--- config.mk ---
export PLATFORM = sky130hd
export DESIGN_NAME = regfile_wb
export DESIGN_NICKNAME = d
export VERILOG_FILES = /design/src/rtl/mips_pkg.sv /design/src/rtl/regfile_array.sv /design/src/rtl/regfile_wb.sv
export SDC_FILE = /design/constraint.sdc
export NUM_CORES = 2
export LEC_CHECK = 0
export BUFFER_PORTS_ARGS = -buffer_cell sky130_fd_sc_hd__buf_2
export CORE_MARGIN = 2
export CORE_UTILIZATION = 60
export DETAILED_ROUTE_END_ITERATION = 10
export PLACE_DENSITY = 0.77
export SETUP_SLACK_MARGIN = 0.3
export SLEW_MARGIN = 10
export SYNTH_ARGS = -nofsm -noshare
export SYNTH_HDL_FRONTEND = slang
export SYNTH_SLANG_ARGS = --single-unit
--- constraint.sdc ---
create_clock -name clk -period 55.8 [get_ports clk]
set_input_delay 5.58 -clock clk [delete_from_list [all_inputs] [get_ports clk]]
set_output_delay 5.58 -clock clk [all_outputs]
set_load 0.1 [all_outputs]
--- src/rtl/mips_pkg.sv ---
// Shared MIPS pipeline definitions: register-index constants, datapath widths,
// the write-back entry record and the WB latch occupancy states.
package mips_pkg;

  localparam int DATA_W = 32;
  localparam int ADDR_W = 5;

  localparam logic [ADDR_W-1:0] REG_ZERO = 5'd0;
  localparam logic [ADDR_W-1:0] REG_RA   = 5'd31;

  // One write-back request as it travels from the destination-select mux
  // through MEM/WB into the register file.
  typedef struct packed {
    logic              valid;
    logic [ADDR_W-1:0] addr;
    logic [DATA_W-1:0] data;
  } wb_entry_t;

  // Occupancy of the WB latch in front of the register array.
  typedef enum logic {
    WB_EMPTY = 1'b0,
    WB_FULL  = 1'b1
  } wb_state_e;

  // True when an index names the hardwired-zero register.
  function automatic logic is_reg_zero(input logic [ADDR_W-1:0] idx);
    return idx == REG_ZERO;
  endfunction

endpackage : mips_pkg

--- src/rtl/regfile_array.sv ---
// General-purpose register storage: 2^ADDR_W x DATA_W words, cleared by an
// asynchronous reset, one synchronous write port and two combinational reads.
module regfile_array #(
  parameter int DATA_W = 32,
  parameter int ADDR_W = 5
) (
  input  logic              clk,
  input  logic              rst,
  input  logic              we_i,
  input  logic [ADDR_W-1:0] waddr_i,
  input  logic [DATA_W-1:0] wdata_i,
  input  logic [ADDR_W-1:0] raddr_a_i,
  input  logic [ADDR_W-1:0] raddr_b_i,
  output logic [DATA_W-1:0] rdata_a_o,
  output logic [DATA_W-1:0] rdata_b_o
);

  localparam int DEPTH = 1 << ADDR_W;

  logic [DATA_W-1:0] mem_q [DEPTH];

  // Storage: whole array clears on reset, otherwise a single-word write per edge.
  always_ff @(posedge clk or posedge rst) begin
    if (rst) begin
      for (int i = 0; i < DEPTH; i++) begin
        mem_q[i] <= '0;
      end
    end else if (we_i) begin
      mem_q[waddr_i] <= wdata_i;
    end
  end

  // Read ports are plain asynchronous lookups; bypassing happens one level up.
  assign rdata_a_o = mem_q[raddr_a_i];
  assign rdata_b_o = mem_q[raddr_b_i];

endmodule : regfile_array

--- src/rtl/regfile_wb.sv ---
// Write-back stage: a one-entry WB latch in front of the register array, with
// stall/flush control and read ports that forward the uncommitted entry.
module regfile_wb #(
  parameter int DATA_W = 32,
  parameter int ADDR_W = 5
) (
  input  logic              clk,
  input  logic              rst,
  input  logic              wb_valid_i,
  input  logic [ADDR_W-1:0] wb_addr_i,
  input  logic [DATA_W-1:0] wb_data_i,
  input  logic              stall_i,
  input  logic              flush_i,
  input  logic [ADDR_W-1:0] rs_addr_i,
  input  logic [ADDR_W-1:0] rt_addr_i,
  output logic [DATA_W-1:0] rs_data_o,
  output logic [DATA_W-1:0] rt_data_o,
  output logic              wb_pending_o,
  output logic [ADDR_W-1:0] wb_pending_addr_o
);

  import mips_pkg::wb_state_e;
  import mips_pkg::WB_EMPTY;
  import mips_pkg::WB_FULL;
  import mips_pkg::REG_ZERO;

  localparam int NUM_RD = 2;
  localparam logic [ADDR_W-1:0] ZERO_IDX = ADDR_W'(REG_ZERO);

  // WB latch: occupancy is the FSM state, address/data ride alongside it.
  wb_state_e         state_q, state_d;
  logic [ADDR_W-1:0] lat_addr_q, lat_addr_d;
  logic [DATA_W-1:0] lat_data_q, lat_data_d;
  logic              lat_valid;

  // Commit path into the array.
  logic              commit_we;

  // Read port bundles, indexed 0 = rs, 1 = rt.
  logic [ADDR_W-1:0] rd_addr  [NUM_RD];
  logic [DATA_W-1:0] arr_data [NUM_RD];
  logic [DATA_W-1:0] rd_data  [NUM_RD];

  assign lat_valid = (state_q == WB_FULL);

  // Latch control: flush beats stall beats normal commit-and-reload.
  always_comb begin
    state_d    = state_q;
    lat_addr_d = lat_addr_q;
    lat_data_d = lat_data_q;
    commit_we  = 1'b0;
    if (flush_i) begin
      // Both the latched entry and the incoming one are dropped.
      state_d = WB_EMPTY;
    end else if (stall_i) begin
      // Hold everything; incoming entry is ignored.
      state_d = state_q;
    end else begin
      // Register 0 entries occupy the latch but never reach the array.
      commit_we  = lat_valid && (lat_addr_q != ZERO_IDX);
      state_d    = wb_valid_i ? WB_FULL : WB_EMPTY;
      lat_addr_d = wb_addr_i;
      lat_data_d = wb_data_i;
    end
  end

  // Latch registers; an uncommitted entry is lost on reset.
  always_ff @(posedge clk or posedge rst) begin
    if (rst) begin
      state_q    <= WB_EMPTY;
      lat_addr_q <= '0;
      lat_data_q <= '0;
    end else begin
      state_q    <= state_d;
      lat_addr_q <= lat_addr_d;
      lat_data_q <= lat_data_d;
    end
  end

  regfile_array #(
    .DATA_W (DATA_W),
    .ADDR_W (ADDR_W)
  ) u_array (
    .clk       (clk),
    .rst       (rst),
    .we_i      (commit_we),
    .waddr_i   (lat_addr_q),
    .wdata_i   (lat_data_q),
    .raddr_a_i (rd_addr[0]),
    .raddr_b_i (rd_addr[1]),
    .rdata_a_o (arr_data[0]),
    .rdata_b_o (arr_data[1])
  );

  assign rd_addr[0] = rs_addr_i;
  assign rd_addr[1] = rt_addr_i;

  // Per-port bypass: zero register, then latched entry, then array contents.
  for (genvar gi = 0; gi < NUM_RD; gi++) begin : g_rd_port
    always_comb begin
      rd_data[gi] = arr_data[gi];
      if (rd_addr[gi] == ZERO_IDX) begin
        rd_data[gi] = '0;
      end else if (lat_valid && (rd_addr[gi] == lat_addr_q)) begin
        rd_data[gi] = lat_data_q;
      end
    end
  end

  assign rs_data_o         = rd_data[0];
  assign rt_data_o         = rd_data[1];
  assign wb_pending_o      = lat_valid;
  assign wb_pending_addr_o = lat_addr_q;

endmodule : regfile_wb

==> Word-level counts from Yosys, hierarchy flattened <==
Index checks and enable logic that the tools add are counted.
{ "totals": {"reg_bits": 1062, "in_bits": 52, "elab_cells": 73} }
{ "classes": {"n_lt_le_gt_ge": 4, "eq_ne": 3, "mux": 18, "bitwise": 5, "reduce_logical": 8} }
{ "ops": {"columns": ["cell", "count"], "rows": [
  ["1024-bit bitwise mux", 1],
  ["32-bit binary-select mux with 5-bit select", 2],
  ["32-bit two-way mux", 9],
  ["32-bit demux with 5-bit select", 1],
  ["6-bit >= comparator, second input constant", 3],
  ["5-bit inverter with 6-bit output", 3],
  ["5-bit equality test", 2],
  ["5-bit zero test", 2],
  ["6-bit by 1-bit < comparator with 1-bit output, second input constant", 1],
  ["1-bit two-way mux", 5],
  ["5-bit nonzero test", 1],
  ["1-bit logical AND", 4],
  ["2-bit by 1-bit inequality test with 1-bit output, second input constant", 1],
  ["1-bit inverter", 2],
  ["2-bit AND reduction", 1]
]} }

==> Logic depth before layout (Yosys ltp) <==
{ "logic_depth": {"depth_word": 6, "depth_mapped": 9} }

==> Hierarchy <==
Synthesis repeated with hierarchy kept, for this count alone.
{ "hier_totals": {"cells_unflattened": 4937, "area_unflattened_um2": 58959.0} }
{ "modules_own_cells": {"columns": ["module", "n_inst", "cells_each", "area_per_inst_um2"], "rows": [
  ["regfile_array", 1, 4606, 56248.9],
  ["regfile_wb", 1, 331, 2710.1]
]} }

==> Least setup slack after synthesis <==
OpenSTA, ideal clock, no wires.
{ "synth_path": {"kind": "input port to output port", "startpoint": "input port rs_addr_i[1]", "endpoint": "output port rs_data_o[8]", "arrival_ns": 9.212, "path_slack_ns": 41.008, "cell_stages": 8, "n_path_buf": 4, "path_cell_list": "buf_2 buf_2 buf_1 buf_2 mux2i_1 nor2_1 nor2_1 a311oi_1"} }
{ "synth_between": {"elab_chain_len": 6} }
{ "synth_rtl": {"columns": ["element", "line_no", "text"], "rows": [
  ["start, declared", "regfile_wb.sv:14", "input logic [ADDR_W-1:0] rs_addr_i,"],
  ["5-bit inverter with 6-bit output (implied by the code)", "regfile_array.sv:34", "assign rdata_a_o = mem_q[raddr_a_i];"],
  ["32-bit binary-select mux with 5-bit select", "regfile_array.sv:34", null],
  ["32-bit two-way mux (implied by the code) (2 in a row)", "regfile_array.sv:34", null],
  ["32-bit two-way mux", "regfile_wb.sv:104", "end else if (lat_valid && (rd_addr[gi] == lat_addr_q)) begin"],
  ["32-bit two-way mux (*)", "regfile_wb.sv:102", "if (rd_addr[gi] == ZERO_IDX) begin"],
  ["end, declared", "regfile_wb.sv:16", "output logic [DATA_W-1:0] rs_data_o,"]
]} }
Mark *: on every way between the ends. The rest lies on a longest branch, timed or not. The select of a mux whose other input is x is not followed.

==> Worst setup path in the final report <==
{ "layout_path": {"startpoint": "input port rt_addr_i[0]", "endpoint": "output port rt_data_o[21]"} }
{ "layout_between": {"elab_chain_len": 6} }
{ "layout_rtl": {"columns": ["element", "line_no", "text"], "rows": [
  ["start, declared", "regfile_wb.sv:15", "input logic [ADDR_W-1:0] rt_addr_i,"],
  ["5-bit inverter with 6-bit output (implied by the code)", "regfile_array.sv:35", "assign rdata_b_o = mem_q[raddr_b_i];"],
  ["32-bit binary-select mux with 5-bit select", "regfile_array.sv:35", null],
  ["32-bit two-way mux (implied by the code) (2 in a row)", "regfile_array.sv:35", null],
  ["32-bit two-way mux", "regfile_wb.sv:104", null],
  ["32-bit two-way mux (*)", "regfile_wb.sv:102", null],
  ["end, declared", "regfile_wb.sv:17", "output logic [DATA_W-1:0] rt_data_o,"]
]} }
Marks and branches as above.

==> results.yml <==
run_status:
  outcome: "complete, no violations"
cts:
  hold_buffers: 0
  postCtsSetupBuffers: 0
  htree_levels: 3
  cts_resized: 0
  clk_pin_slew_ns: 0.06
  clk_latency_ns: 0.71
  cts_buffer_depth: 3
  cts_tree: "done"
  cts.sinks: 1062
  cts-root-buf: "clkbuf_16"
  cts_made_buffers: 110
grt:
  grt_first_pass_wirelength_um: 261500
  track_usage: 0.3686
  antenna_found_initial: 2
  gr-total-overflow: 0
  grt_max_degree: 165
  grt_pass1_vias: 38010
sta:
  relSlewSlack: 0.1875
  finalHoldViolations: 0
  min_period_ns: 15.84
  worst_pin_slew_ns: 1.219
  finalMaxSlewViolations: 0
  setup_violations: 0
  max_clock_freq_mhz: 63.15
  skew_ns: 0.02761
  fin_setup_tns_ns: 0
  rsz0062_at_grt: "false"
  min_period_over_period: 0.2838
worst_setup_path:
  critPathSlowestCell: "buf_4"
  worstPathCellList: "buf_8 -> buf_4 -> buf_4 -> buf_4 -> mux4_2 -> nor2b_1 -> a211oi_1 -> a21oi_1 -> a221o_1 -> buf_2"
  cp_num_buf_inv: 5
  path_class: "primary input to output pin"
  crit_path_frequent_cell: "buf_4"
  critPathRequiredTime_ns: 50.22
  reg2reg_slack_ns: 52.09
  crit_family: "buffers and inverters"
  critPathMaxFanout: 58
  cp.arrival_ns: 10.26
  r2r_start: "wb_pending_addr_o[2]$_DFFE_PP0P_"
  end_kind: "output pin"
  cp_slowest_stage_delay_ns: 0.86
  regToRegEndpoint: "u_array.mem_q[124]$_DFFE_PP0P_"
  start_kind: "primary input"
  reg2reg_depth: 5
logic_synthesis:
  synth_edf_count: 0
  syn_inst: 3898
  yosysTopAreaCell: "dfrtp_1"
  synth_fp_nets: 3950
  yosysSeqAreaShare: 0.4683
  syn_area_um2: 56740
  synthTopCellsByArea: "dfrtp_1 47%, mux2_2 20%, mux4_2 16%"
  ys_ff_latch: 1062
  synth_commonest_cells: "1062 x dfrtp_1, 1003 x mux2_2, 415 x mux4_2"
  synth_warnings: 0
  syn_area_per_cell_um2: 14.56
  synth.most_common_cell: "dfrtp_1"
  synthFlopType: "dfrtp_1"
  synthArstFlopShare: 1.000
  synth_top_area_frac: 0.4683
  synth.distinct_cells: 57
die:
  ios: 122
  die_area_um2: 97050
  dieHeight_um: 311.5
  start_util: 0.6071
  core_um2: 93470
  die_x_um: 311.5
  rows: 112
hold_path:
  min_from: "u_array.mem_q[1006]$_DFFE_PP0P_"
  hold_path_depth: 0
  min_to: "u_array.mem_q[1006]$_DFFE_PP0P_"
  hold_path.class: "flop to flop"
power_and_ir_drop:
  power.density_nw_per_um2: 30.92
  ir_worst_vdd_v: 0.00002947
  p_leak_nw: 28.75
cells_and_area:
  area_growth_pct: 8.577
  fillers: 6591
  fin_cells: 5133
  fin_nets: 3842
  drive_gt1_frac: 0.4934
  regArea_um2: 26580
  multi_input_area_um2: 28190
placed_design:
  io_buffers: 121
  place_hpwl_um: 98980
  gp_congestion: 0.8571
  dp_cells: 4932
drt:
  first_iter_violations: 5001
  drt-total-wl_um: 178200
  vias: 38260
  via_per_inst: 7.453
  wl_per_cell_um: 34.72
  first_pass_iters: 6
  drc: 0
  ant_nets: 0
job:
  maxCapViolCount: 0
## report_power, final
group          switching, mW  total, mW  leakage [nW]  internal, mW
Clock                  0.316      0.767          1.86         0.452
Combinational          0.152      0.261          12.2         0.109
Sequential            0.0575      0.876          14.7         0.819
## worst reg2reg max path, stage by stage, from the launching register on
cell	delay, ns
dfrtp_1	0.76
nor3_1	0.23
or4_1	0.76
nor2_4	0.74
buf_4	0.66
mux2_2	0.45
## metrics by stage
| stage | util | hold WS [ns] | cell area (um2) | power [mW] | setup slack, ns |
|---|---|---|---|---|---|
| floorplan | - | 0.4413 | 56740 | 1.075 | 20.33 |
| global placement | 0.6189 | 0.3764 | 57850 | 1.138 | 40.00 |
| detailed placement | 0.6189 | 0.3823 | 57850 | 1.146 | 39.96 |
| CTS | 0.6591 | 0.3972 | 61610 | 1.906 | 39.94 |
| global route | 0.6591 | 0.4127 | 61610 | 1.960 | 39.67 |
| finish | 0.6592 | 0.3929 | 61610 | 1.905 | 39.96 |
## worst max-delay path by stage
stage          slack [ns]          from                         to  depth (start not counted)
4_1_cts             39.94  rt_addr_i[0]              rt_data_o[21]                         10
3_3_place_gp        40.00  rt_addr_i[0]              rt_data_o[21]                         10
2_1_floorplan       20.33           rst  lat_data_q[0]$_DFFE_PP0P_                          1
6_report            39.96  rt_addr_i[0]              rt_data_o[21]                         10
5_1_grt             39.67  rt_addr_i[0]              rt_data_o[21]                         10
3_5_place_dp        39.96  rt_addr_i[0]              rt_data_o[21]                         10
## metal layers
metal | vias to the layer above | track usage | share of wire | routed length, um
met5 | - | 0 | 0.000073 | 13
met4 | 2 | 0.1851 | 0.059 | 10440
met3 | 563 | 0.09583 | 0.12 | 20670
met2 | 2490 | 0.5474 | 0.44 | 79150
met1 | 20360 | 0.5072 | 0.38 | 67960
li1 | 14850 | - | - | -
## placed cells by master, fill, tap and decap left out, drive strengths merged, types with 8 or more instances in the layout
cell type  netlist  routed
a211o           10      10
a211oi          42      42
a21oi           38      38
a221o           15      15
a221oi          61      61
a22o             9       9
a22oi           77      77
buf            215     227
bufinv           0       9
clkbuf         233     168
clkinv           1      19
dfrtp         1062    1062
mux2          1046    1046
mux2i          223     223
mux4           415     415
nand2           58      58
nand2b          11      11
nor2            85      85
nor2b           17      17
nor3            50      50
nor3b           13      13
o211a            8       8
o211ai          12      12
o21ai           52      52
o22a             9       9
o22ai           56      56
o32ai           10      10
xnor2           10      10
## state kept, by name, indices dropped and copies added (netlist names)
signal / count
wb_pending_o: 1
lat_data_q: 32
u_array.mem_q: 1024
wb_pending_addr_o: 5
## cells by family (layout without fill, tap and decap cells)
logic type      Yosys count  count (layout)  synth area share
xor+xnor                 10              10          0.001543
compound gates          421             421           0.05393
mux                    1684            1684            0.4136
flops                  1062            1062            0.4683
simple gates            269             269           0.02379
other cells               0               2                 0
buf+inv                 452             431           0.03879
## layout make-up
cell class              count  area share
diodes                      2  0.00008123
clock buffers             167     0.05420
clock inverters            32    0.006722
inverters                   4   0.0003655
multi-input cells        2384      0.4576
flip-flops and latches   1062      0.4313
well taps                1254     0.02547
repair buffers            228     0.02425
No activity file was read; power rests on OpenSTA's default activity.
